==> config.mk <==
export PLATFORM = sky130hd
export DESIGN_NAME = reg_file_param
export DESIGN_NICKNAME = d
export VERILOG_FILES = /design/src/rtl/reg_file_pkg.sv /design/src/rtl/reg_file_param_sp_engine.sv /design/src/rtl/reg_file_param.sv
export SDC_FILE = /design/constraint.sdc
export NUM_CORES = 1
export LEC_CHECK = 0
export ABC_AREA = 0
export BUFFER_PORTS_ARGS = -buffer_cell sky130_fd_sc_hd__buf_4
export CAP_MARGIN = 10
export CORE_MARGIN = 3
export CORE_UTILIZATION = 40
export CTS_CLUSTER_SIZE = 24
export DETAILED_ROUTE_END_ITERATION = 8
export MAX_ROUTING_LAYER = met4
export PLACE_DENSITY = 0.57
export SYNTH_ARGS = -nofsm -noshare
export SYNTH_HDL_FRONTEND = slang
export SYNTH_SLANG_ARGS = --single-unit
==> constraint.sdc <==
create_clock -name CLK -period 6.1 [get_ports CLK]
set_clock_uncertainty 0.15 [all_clocks]
set_input_delay 0.61 -clock CLK [delete_from_list [all_inputs] [get_ports CLK]]
set_output_delay 0.61 -clock CLK [all_outputs]
set_load 0.01 [all_outputs]
==> src/rtl/reg_file_pkg.sv <==
// Shared constants for the accumulator datapath register file: default geometry,
// architectural register indices and stack bounds.
package reg_file_pkg;

   localparam int DEF_DATA_W   = 16;
   localparam int DEF_NUM_REGS = 8;

   localparam int IDX_WR = 0;
   localparam int IDX_MA = 1;
   localparam int IDX_AR = 2;
   localparam int IDX_NA = 3;
   localparam int IDX_RV = 4;
   localparam int IDX_SP = 5;
   localparam int IDX_RA = 6;
   localparam int IDX_TP = 7;

   localparam logic [15:0] SP_RESET_C = 16'h7FFE;
   localparam logic [15:0] SP_LIMIT_C = 16'h4000;

endpackage

==> src/rtl/reg_file_param_sp_engine.sv <==
// Stack-pointer engine: computes the next SP for push/pop and keeps the sticky
// overflow/underflow flags.
module sp_engine #(
   parameter int                DATA_W   = 16,
   parameter logic [DATA_W-1:0] SP_RESET = 16'h7FFE,
   parameter logic [DATA_W-1:0] SP_LIMIT = 16'h4000,
   parameter int                SP_STEP  = 2
)(
   input  logic              i_clk,
   input  logic              i_rst,
   input  logic              i_wr_sp,
   input  logic [DATA_W-1:0] i_sp,
   input  logic              i_push,
   input  logic              i_pop,
   input  logic              i_flag_clr,
   output logic [DATA_W-1:0] o_sp_next,
   output logic              o_sp_we,
   output logic              o_overflow,
   output logic              o_underflow
);

   // Bounds are checked one bit wider so neither SP - step nor SP + step can wrap.
   localparam logic [DATA_W:0] STEP_X  = (DATA_W+1)'(SP_STEP);
   localparam logic [DATA_W:0] LOW_X   = {1'b0, SP_LIMIT} + STEP_X;
   localparam logic [DATA_W:0] RESET_X = {1'b0, SP_RESET};

   logic [DATA_W:0] w_sp_x;
   logic            w_do_push;
   logic            w_do_pop;
   logic            w_push_fault;
   logic            w_pop_fault;
   logic            r_overflow;
   logic            r_underflow;

   assign w_sp_x       = {1'b0, i_sp};
   assign w_do_push    = !i_wr_sp && i_push && !i_pop;
   assign w_do_pop     = !i_wr_sp && i_pop && !i_push;
   assign w_push_fault = w_do_push && (w_sp_x < LOW_X);
   assign w_pop_fault  = w_do_pop && ((w_sp_x + STEP_X) > RESET_X);

   assign o_sp_we   = (w_do_push && !w_push_fault) || (w_do_pop && !w_pop_fault);
   assign o_sp_next = w_do_push ? (i_sp - STEP_X[DATA_W-1:0]) : (i_sp + STEP_X[DATA_W-1:0]);

   always_ff @(posedge i_clk) begin
      if (i_rst) begin
         r_overflow  <= 1'b0;
         r_underflow <= 1'b0;
      end else begin
         if (w_push_fault)    r_overflow <= 1'b1;
         else if (i_flag_clr) r_overflow <= 1'b0;
         if (w_pop_fault)     r_underflow <= 1'b1;
         else if (i_flag_clr) r_underflow <= 1'b0;
      end
   end

   assign o_overflow  = r_overflow;
   assign o_underflow = r_underflow;

endmodule

==> src/rtl/reg_file_param.sv <==
// General register file: NUM_REGS x DATA_W storage, two combinational read ports
// with write-first bypass, one write port and a built-in stack-pointer engine.
module reg_file_param
   import reg_file_pkg::*;
#(
   parameter int                DATA_W    = DEF_DATA_W,
   parameter int                NUM_REGS  = DEF_NUM_REGS,
   parameter int                SP_IDX    = IDX_SP,
   parameter logic [DATA_W-1:0] SP_RESET  = DATA_W'(SP_RESET_C),
   parameter logic [DATA_W-1:0] SP_LIMIT  = DATA_W'(SP_LIMIT_C),
   parameter int                SP_STEP   = 2,
   parameter bit                HARD_ZERO = 1'b0,
   localparam int               ADDR_W    = $clog2(NUM_REGS)
)(
   input  logic              CLK,
   input  logic              RST,
   input  logic              wr_en,
   input  logic [ADDR_W-1:0] wr_addr,
   input  logic [DATA_W-1:0] wr_data,
   input  logic [ADDR_W-1:0] rd_addr_a,
   output logic [DATA_W-1:0] rd_data_a,
   input  logic [ADDR_W-1:0] rd_addr_b,
   output logic [DATA_W-1:0] rd_data_b,
   input  logic              sp_push,
   input  logic              sp_pop,
   input  logic              flag_clr,
   output logic [DATA_W-1:0] sp,
   output logic              sp_overflow,
   output logic              sp_underflow
);

   logic [DATA_W-1:0] r_regs [NUM_REGS];
   logic              w_wr_ok;
   logic              w_wr_sp;
   logic              w_rd_a_ok;
   logic              w_rd_b_ok;
   logic [DATA_W-1:0] w_sp_next;
   logic              w_sp_we;
   logic [DATA_W-1:0] w_rd_a;
   logic [DATA_W-1:0] w_rd_b;

   // A write is legal only for an in-range index that is not the hardwired zero.
   assign w_wr_ok   = wr_en && (int'(wr_addr) < NUM_REGS) && !(HARD_ZERO && wr_addr == '0);
   assign w_wr_sp   = w_wr_ok && (int'(wr_addr) == SP_IDX);
   assign w_rd_a_ok = (int'(rd_addr_a) < NUM_REGS) && !(HARD_ZERO && rd_addr_a == '0);
   assign w_rd_b_ok = (int'(rd_addr_b) < NUM_REGS) && !(HARD_ZERO && rd_addr_b == '0);

   sp_engine #(
      .DATA_W   (DATA_W),
      .SP_RESET (SP_RESET),
      .SP_LIMIT (SP_LIMIT),
      .SP_STEP  (SP_STEP)
   ) u_sp_engine (
      .i_clk       (CLK),
      .i_rst       (RST),
      .i_wr_sp     (w_wr_sp),
      .i_sp        (r_regs[SP_IDX]),
      .i_push      (sp_push),
      .i_pop       (sp_pop),
      .i_flag_clr  (flag_clr),
      .o_sp_next   (w_sp_next),
      .o_sp_we     (w_sp_we),
      .o_overflow  (sp_overflow),
      .o_underflow (sp_underflow)
   );

   // sp_engine never asserts sp_we on a cycle with an explicit SP write.
   always_ff @(posedge CLK) begin
      if (RST) begin
         for (int i = 0; i < NUM_REGS; i++)
            r_regs[i] <= (i == SP_IDX) ? SP_RESET : '0;
      end else begin
         if (w_wr_ok) r_regs[wr_addr] <= wr_data;
         if (w_sp_we) r_regs[SP_IDX]  <= w_sp_next;
      end
   end

   always_comb begin
      w_rd_a = '0;
      w_rd_b = '0;
      if (w_rd_a_ok) w_rd_a = r_regs[rd_addr_a];
      if (w_rd_b_ok) w_rd_b = r_regs[rd_addr_b];
      if (w_wr_ok && wr_addr == rd_addr_a) w_rd_a = wr_data;
      if (w_wr_ok && wr_addr == rd_addr_b) w_rd_b = wr_data;
   end

   assign rd_data_a = w_rd_a;
   assign rd_data_b = w_rd_b;
   assign sp        = r_regs[SP_IDX];

endmodule

=== Word-level counts from Yosys, hierarchy flattened ===
Memory sizes are Yosys's and may differ from the RTL's.
Cells that the tools add are included.

* Bits in latches: 0
* Word-level logic and storage cells: 50
* Memories kept: 1
* ROM bits: 0
* Flip-flop bits (word level): 2
* Memory bits (writable): 128

* $mul: 0
* Multiplexer cells: 18
* Equality and inequality tests: 3
* Shift-type cells: 0
* Order comparisons: 2
* Divide/modulo/power cells: 0
* Reductions and logical operators: 20
* Bitwise operators: 1
* $add $sub $neg: 3

{| class="wikitable"
|+ Memory list
! name !! words !! width !! read ports !! clocked after Yosys merged registers in !! wr ports !! line !! source
|-
| r_regs || 8 || 16 || 3 || 0 || 8 || reg_file_param.sv:32 || <nowiki>logic [DATA_W-1:0] r_regs [NUM_REGS];</nowiki>
|}

{| class="wikitable"
|+ Operators with widths
! cell !! number
|-
| 16-bit 2-to-1 mux || 5
|-
| 16-bit by 2-bit adder with 17-bit output (second input constant) || 1
|-
| 17-bit by 15-bit > comparator with 1-bit output (second input constant) || 1
|-
| 16-bit by 2-bit adder with 16-bit output (second input constant) || 1
|-
| 16-bit by 15-bit < comparator with 1-bit output (second input constant) || 1
|-
| 16-bit OR reduction || 1
|-
| 16-bit by 2-bit subtractor with 16-bit output (second input constant) || 1
|-
| 1-bit 2-to-1 mux || 12
|-
| 1-bit logical AND || 11
|-
| 3-bit equality test || 2
|-
| 1-bit logical NOT || 5
|-
| 2-bit nonzero test || 2
|-
| 3-bit equality test (second input constant) || 1
|-
| 3-bit 2-to-1 mux || 1
|-
| 1-bit logical OR || 1
|-
| 1-bit bitwise OR || 1
|}

=== Depth between registers and ports, before layout ===
Gate-level depths: netlist of run 1.

* Depth in word-level cells: 13
* Depth in mapped cells: 11
* Depth with buffers taken out: 10

=== Hierarchy ===
Synthesis of run 1 repeated with hierarchy kept, for this count alone.

* Cells, all modules: 574
* Area, all modules: 8468.1 um2

{| class="wikitable"
|+ Modules (own cells, without submodules)
! module !! area an instance (um2) !! cells an instance !! instances
|-
| reg_file_param || 7523.5 || 455 || 1
|-
| sp_engine || 944.7 || 119 || 1
|}

=== Worst setup path before layout of run 1 ===
Ideal clock, no wire load.

* Kind: input-to-reg
* Start: input wr_addr[1]
* End: memory r_regs[5][15], data pin
* Setup time: 266 ps
* Path slack: 2681 ps
* Stages on the path: 11
* Arrival time: 3003 ps
* Buffers on the path: 1
* Cell sequence: nand4b_1 and3b_1 clkbuf_1 fa_1 a211oi_1 nor2_1 o21ai_1 o21ai_0 o31a_1 nor4_1 o32ai_1

{| class="wikitable"
|+ RTL lines
! element !! line !! source
|-
| from (decl) || reg_file_param.sv:18 || <nowiki>input logic [ADDR_W-1:0] wr_addr,</nowiki>
|-
| to (decl) || reg_file_param.sv:32 ||
|}

==> run metrics, run 1 <==
Net Count, Synth approximately 680; CTS Buf Count 17; CP max stage delay 0.55 ns; Yosys top cell by area edfxtp_1; status finished clean; clk sinks 130; Register Area just under 4000 um^2; Chip Width 149 um; post-CTS setup buffers 0; total number of vias 5780; Port Buffer Count 80; Slowest-stage cell, CP fa_1; worst slew pin tran 0.904 ns; sequential area share after synthesis between 40 and 50%; Core Region between 15000 and 20000 um^2; Cell Count, Final, Fillers Out between 900 and 1000; Max Slew Vio Count 0; number of fill cells 1762; H-tree level count 4; pin count of the biggest net entering global routing 34; setup_tns 0 ns; Worst slew margin a little under 40%; clk buf depth 2; DPL Wire Length 15.4 mm; via/cell ratio 5.95; Site Rows 51; Setup-failing EPs final 0; total track usage 22.8%; DRT Wirelength 24.3 mm; worst hold-check path type in -> reg; initial core utilization 41.3%; worst-skew pair later-pin latency 0.42 ns; drt first pass iters 5; EDFF count, synth 128; mean post-synth cell area around 13 um^2; unrepaired setup endpoints after global routing false; GPL Wtd Cong between 0.8 and 0.9; type of origin of the critical path primary input; clock root cell clkbuf_16; Power per Cell Area between 200 and 300 nW/um^2; CP cell instances buf_4, nand4b_1, and3b_1, fa_1, a211oi_1, nor2_1, o21ai_1, o21ai_0, o31a_1, nor4_1, o32ai_1; DR WL/cell 25.0 um; most frequent cells in the layout edfxtp_1, and2_1, buf_4; Hold-fix buffers, CTS 0; Clock Pin Slew Worst Setup and Hold Paths 0.06 ns; commonest non-fill, non-tap cell in the layout edfxtp_1; FF+latch count, synth 130; distinct cell type count after synthesis a little under 60; full die area between 20000 and 25000 um^2; CP top delay family simple AND/OR/NAND/NOR gates; Final min period 3.54 ns; nets 745; DRC 0; first-pass GRT wire length 36.0 mm; I/O pin count between 80 and 90; initial antenna violation count 2; 1st-iter DRT viols 521; area of the multi-input gates around 4000 um^2; final antenna-violating net count 0; CP Capture Type flip-flop; GRT overflow 0; Die Ht 149 um; Gate Count Post-Synth around 630; layout cells sized above 1 27.6%; arrival time of the worst setup path 3.53 ns; synth-to-layout area growth 16.5%; number of max-cap violations 0; # placed instances 944; fmax 0.282 GHz; Worst Path Buf+Inv 1; post_cts resized 0; Worst Path Max Fanout 17; VDD IR-drop max around 210 uV; YS warnings 0; leading post-synthesis cells by cell area edfxtp_1, mux4_2, and2_1; vias in the first global route slightly below 6000; kind of critical path in -> reg; post-synthesis cell area between 8000 and 9000 um^2; worst path required time 6.09 ns; fin crit share 58.1%; top-area cell type share of the netlist area 47.2%; LEAKAGE 3.47 nW; FFs w/ async S/R, synth 0%; number of inserted diodes 0; Synth Flop Type edfxtp_1; Hold Fails Final Rpt 0; TritonCTS clock tree built
==> cells by family after synthesis <==
logic type               after synthesis  share of synthesized area [%]
AO/OA/AOI/OAI                         88                           7.05
XOR/XNOR                              22                           2.37
adder cells (fa/ha/maj)               16                           2.55
buffers and inverters                 48                           2.55
flip-flops                           130                           47.7
multiplexers                         100                           22.2
AND/OR/NAND/NOR                      228                           15.5
==> flip-flops by register name, indices dropped and copies added (netlist names) <==
| signal | count |
|---|---|
| r_regs | 128 |
| u_sp_engine.o_overflow | 1 |
| u_sp_engine.o_underflow | 1 |
==> synthesized netlist by cell type, types with 2 or more instances <==
cell	number
nor2b_1	2
inv_1	6
and2_1	98
buf_1	2
mux4_2	62
nand4_1	5
o22a_2	5
buf_2	6
mux2i_1	35
nor3_1	13
o21ai_0	10
nand2_1	9
nor2_1	56
nand3_1	7
xnor2_1	13
o21a_1	4
nand2b_1	6
edfxtp_1	128
ha_1	15
nor4_1	9
nand3b_1	5
mux4_1	2
a211oi_1	2
a21oi_1	44
or2_2	8
xor2_1	9
dfxtp_1	2
buf_6	2
or2_1	2
o22a_1	8
clkbuf_1	30
==> routing by layer <==
layer	vias up	track usage, %	part of all wire [%]	wire, um
met5	-	-	0	0
met4	0	5.77	1.4	343
met3	28	3.81	6.1	1480
met2	234	37.0	50	12000
met1	2952	30.3	43	10400
li1	2566	-	-	-
==> final cells by class <==
class	instances	area share, %
tap	265	3.50
clock inverter	9	0.990
inverter	6	0.237
multi-input combinational	454	42.7
clock buffer	19	4.57
timing repair buffer	89	7.05
sequential	130	41.0
==> stage by stage <==
stage	area, um^2	total power (W)	setup WS [ns]	hold WS [ns]	utilization (%)
floorplan	8140	0.00149	2.68	0.361	-
global placement	8960	0.00170	2.26	0.315	45.4
detailed placement	8960	0.00171	2.16	0.320	45.4
CTS	9480	0.00266	2.55	0.306	48.1
global route	9480	0.00275	2.32	0.338	48.1
finish	9480	0.00265	2.56	0.330	48.1
==> final timing paths <==
check / start / end / slack (ns) / depth (start not counted)
worst max-delay path: wr_addr[1] / r_regs[5][15]$_DFFE_PP_ / 2.56 / 11
worst min-delay path: RST / u_sp_engine.o_overflow$_SDFFE_PP0P_ / 0.33 / 2
worst max register to register: r_regs[5][2]$_DFFE_PP_ / r_regs[5][3]$_DFFE_PP_ / 2.56 / 7
worst min register to register: u_sp_engine.o_underflow$_SDFFE_PP0P_ / u_sp_engine.o_underflow$_SDFFE_PP0P_ / 0.34 / 1
==> where the power goes <==
part	total, W	internal [W]	switching [W]
registers	0.00111	0.00105	0.0000632
clock network	0.000951	0.000584	0.000366
logic	0.000582	0.000278	0.000305
Note: power is estimated with default switching activity, not from simulation.
==> run 2: changes to the inputs <==
- ABC_AREA: 0 -> 1
- PLACE_DENSITY: 0.57 -> 0.59
- clock period: 6.1 -> 2.86 ns (I/O delays scaled with it)
==> run metrics, run 2 <==
CP Launch Point r_regs[5][1]$_DFFE_PP_ (was wr_addr[1]); status finished clean (unchanged); most frequent cells in the layout nor2_1, o21ai_0, buf_4 (was edfxtp_1, and2_1, buf_4); GRT overflow 0 (unchanged); GPL Wtd Cong 0.912 (was 0.860); EDFF count, synth 128 (unchanged); Gate Count Post-Synth 1055 (was 632); total number of vias 7869 (was 5780); YS warnings 0 (unchanged); Core Region 20400 um^2 (was 19700 um^2); via/cell ratio 5.47 (was 5.95); hold_sp wr_data[15] (was RST); LEAKAGE 4.30 nW (was 3.47 nW); VDD IR-drop max 393 uV (was 208 uV); Clock Pin Slew Worst Setup and Hold Paths 0.06 ns (about the same); initial core utilization 41.1% (was 41.3%); CTS Buf Count 17 (unchanged); vias in the first global route 7342 (was 5830); Cell Count, Final, Fillers Out 1439 (was 972); Worst slew margin 56.2% (was 39.6%); pin count of the biggest net entering global routing 57 (was 34); post-synthesis cell area 8400 um^2 (was 8140 um^2); worst slew pin tran 0.656 ns (was 0.904 ns); 1st-iter DRT viols 665 (was 521); fin crit share 89.5%; final antenna-violating net count 0 (unchanged); full die area 22800 um^2 (was 22100 um^2); Worst Path Max Fanout 12 (was 17); kind of critical path reg -> reg (was in -> reg); Net Count, Synth 1102 (was 679); synth-to-layout area growth 21.9% (was 16.5%); H-tree level count 4 (unchanged); DPL Wire Length 18.3 mm (was 15.4 mm); FF+latch count, synth 130 (unchanged); layout cells sized above 1 16.6% (was 27.6%); sequential area share after synthesis 46.3% (was 47.7%); Largest register FFs 128 (unchanged); type of origin of the critical path flip-flop (was primary input); start of the worst register-to-register path r_regs[5][1]$_DFFE_PP_ (was r_regs[5][2]$_DFFE_PP_); worst-skew pair later-pin latency 0.42 ns (about the same); Yosys top cell by area edfxtp_1 (unchanged); # placed instances 1404 (was 944); Power per Cell Area 568 nW/um^2 (was 279 nW/um^2); initial antenna violation count 0 (was 2); FFs w/ async S/R, synth 0% (unchanged); Reg2Reg Setup Slack 0.30 ns (was 2.56 ns); clock root cell clkbuf_16 (unchanged); setup_tns 0 ns (unchanged); unrepaired setup endpoints after global routing false (unchanged); distinct cell type count after synthesis 38 (was 58); worst hold-check path type in -> reg (unchanged); Worst Setup EP r_regs[5][13]$_DFFE_PP_ (was r_regs[5][15]$_DFFE_PP_); Max Slew Vio Count 0 (unchanged); largest register by flop count r_regs (unchanged); commonest non-fill, non-tap cell in the layout nor2_1 (was edfxtp_1); Place WS -0.142 ns (was 2.16 ns); mean post-synth cell area 7.96 um^2 (was 12.9 um^2); worst path required time 2.89 ns (was 6.09 ns); nets 1203 (was 745); Final min period about 2.6 ns; worst flop-to-flop path endpoint r_regs[5][13]$_DFFE_PP_ (was r_regs[5][3]$_DFFE_PP_); fmax ~0.39 GHz; Slowest-stage cell, CP edfxtp_1 (was fa_1); drt first pass iters 5 (unchanged); DR WL/cell 18.5 um (was 25.0 um); number of max-cap violations 0 (unchanged); TritonCTS clock tree built (unchanged); total track usage 24.2% (was 22.8%); clk buf depth 2 (unchanged); FF-to-FF path depth 11 (was 7); Setup-failing EPs final 0 (unchanged); Hold Fails Final Rpt 0 (unchanged); CP cell instances ha_1, nand2_2, nor2_4, nand3_2, nand2_1, nand2_1, nor2_1, nand4_1, nand3_2, nand4_1, buf_12 (was buf_4, nand4b_1, and3b_1, fa_1, a211oi_1, nor2_1, o21ai_1, o21ai_0, o31a_1, nor4_1, o32ai_1); clk sinks 130 (unchanged); most frequent cell after synthesis nor2_1 (was edfxtp_1); post-CTS setup buffers 0 (unchanged); Synth top cells by count nor2_1, o21ai_0, nand2_1, edfxtp_1, a21oi_1 (was edfxtp_1, and2_1, mux4_2, nor2_1, a21oi_1); DRT Wirelength 26.6 mm (was 24.3 mm); leading post-synthesis cells by cell area edfxtp_1, o21ai_0, nor2_1 (was edfxtp_1, mux4_2, and2_1); I/O pin count 81 (unchanged); first-pass GRT wire length 40.8 mm (was 36.0 mm); CP Capture Type flip-flop (unchanged); arrival time of the worst setup path 2.59 ns (was 3.53 ns); Synth Flop Type edfxtp_1 (unchanged); top-area cell type share of the netlist area 45.8% (was 47.2%); post-route worst setup slack 0.300 ns (was 2.56 ns); Site Rows 52 (was 51); Chip Width 151 um (was 149 um); Die Ht 151 um (was 149 um); number of inserted diodes 0 (unchanged); Port Buffer Count 80 (unchanged); CP max stage delay 0.49 ns (was 0.55 ns); DRC 0 (unchanged)
## run 2: changes by cell type after synthesis, moves of 9 or more
| cell | previous run | this run |
|---|---|---|
| mux4_2 | 62 | 0 |
| inv_1 | 6 | 97 |
| clkbuf_1 | 30 | 50 |
| o211ai_1 | 0 | 62 |
| nand3_1 | 7 | 52 |
| nor3_1 | 13 | 4 |
| nand3_2 | 0 | 12 |
| a21oi_1 | 44 | 101 |
| nor2_1 | 56 | 166 |
| o21ai_0 | 10 | 148 |
| clkinv_1 | 0 | 16 |
| and2_1 | 98 | 0 |
| mux2i_1 | 35 | 1 |
| nand2_1 | 9 | 140 |
## run 2: final cells by class
class                           count  area, um^2
Multi-Input combinational cell    746        3830
Timing Repair Buffer              148        1170
Fill cell                        2017       10200
Sequential cell                   130        3880
Inverter                          113         424
Clock inverter                      5        75.1
Tap cell                          270         338
Clock buffer                       27         513
## run 2: metal layers
metal  vias up  global-route usage (%)  part of all wire, %
met3        30                    4.07                  6.1
met4         0                    6.84                  1.6
met2       260                    37.6                   47
li1       3852                       -                    -
met5         -                       -                    0
met1      3727                    32.9                   45
## run 2: cell families (layout without fill, tap and decap cells)
| logic type | count (synthesis) | in the layout | share of synthesized area (%) |
|---|---|---|---|
| buffers and inverters | 179 | 293 | 8.33 |
| xor gates and xnor gates | 14 | 14 | 1.46 |
| DFF | 130 | 130 | 46.3 |
| muxes | 1 | 1 | 0.119 |
| AOI/OAI and AO/OA | 327 | 327 | 21.7 |
| and+or+nand+nor | 388 | 388 | 19.7 |
| adders and majority gates | 16 | 16 | 2.47 |
## run 2: how the worst min path moves through the flow
stage / to / slack, ns / cells past startpoint
floorplan: u_sp_engine.o_overflow$_SDFFE_PP0P_ / 0.21 / 1
global placement: u_sp_engine.o_overflow$_SDFFE_PP0P_ / 0.30 / 2
detailed placement: u_sp_engine.o_overflow$_SDFFE_PP0P_ / 0.31 / 2
CTS: r_regs[5][15]$_DFFE_PP_ / 0.005 / 3
global route: r_regs[5][15]$_DFFE_PP_ / 0.03 / 3
finish: r_regs[5][15]$_DFFE_PP_ / 0.02 / 3
## run 2: per-stage QoR
stage	utilization, %	instance area [um^2]	hold slack [ns]	power, W
after detailed placement	47.1	9610	0.308	0.00367
after CTS	50.1	10200	0.00536	0.00585
after floorplan	-	8400	0.205	0.00313
final	50.1	10200	0.0177	0.00582
after global routing	50.1	10200	0.0305	0.00610
after global placement	47.1	9610	0.304	0.00365
## run 2: timing repair
| action | 4_1_cts | 5_1_grt |
|---|---|---|
| resized for setup | 0 | 1 |
| endpoints found under the setup margin | 0 | 1 |
| endpoints found under the hold margin | 2 | 0 |
| hold buffers | 3 | 0 |
## run 2: critical path: cells and delay by family (launching register included)
family | cells | cell delay, ns
DFF | 1 | 0.49
adders and majority gates | 1 | 0.23
and+or+nand+nor | 9 | 1.17
buffers and inverters | 1 | 0.26
## run 2: where the power goes
group | total, W | switching [W] | internal [W] | leakage [nW]
Clock | 0.00218 | 0.000781 | 0.00140 | 0.291
Combinational | 0.00133 | 0.000807 | 0.000523 | 2.78
Sequential | 0.00231 | 0.0000807 | 0.00223 | 1.22
Total | 0.00582 | 0.00167 | 0.00415 | 4.30
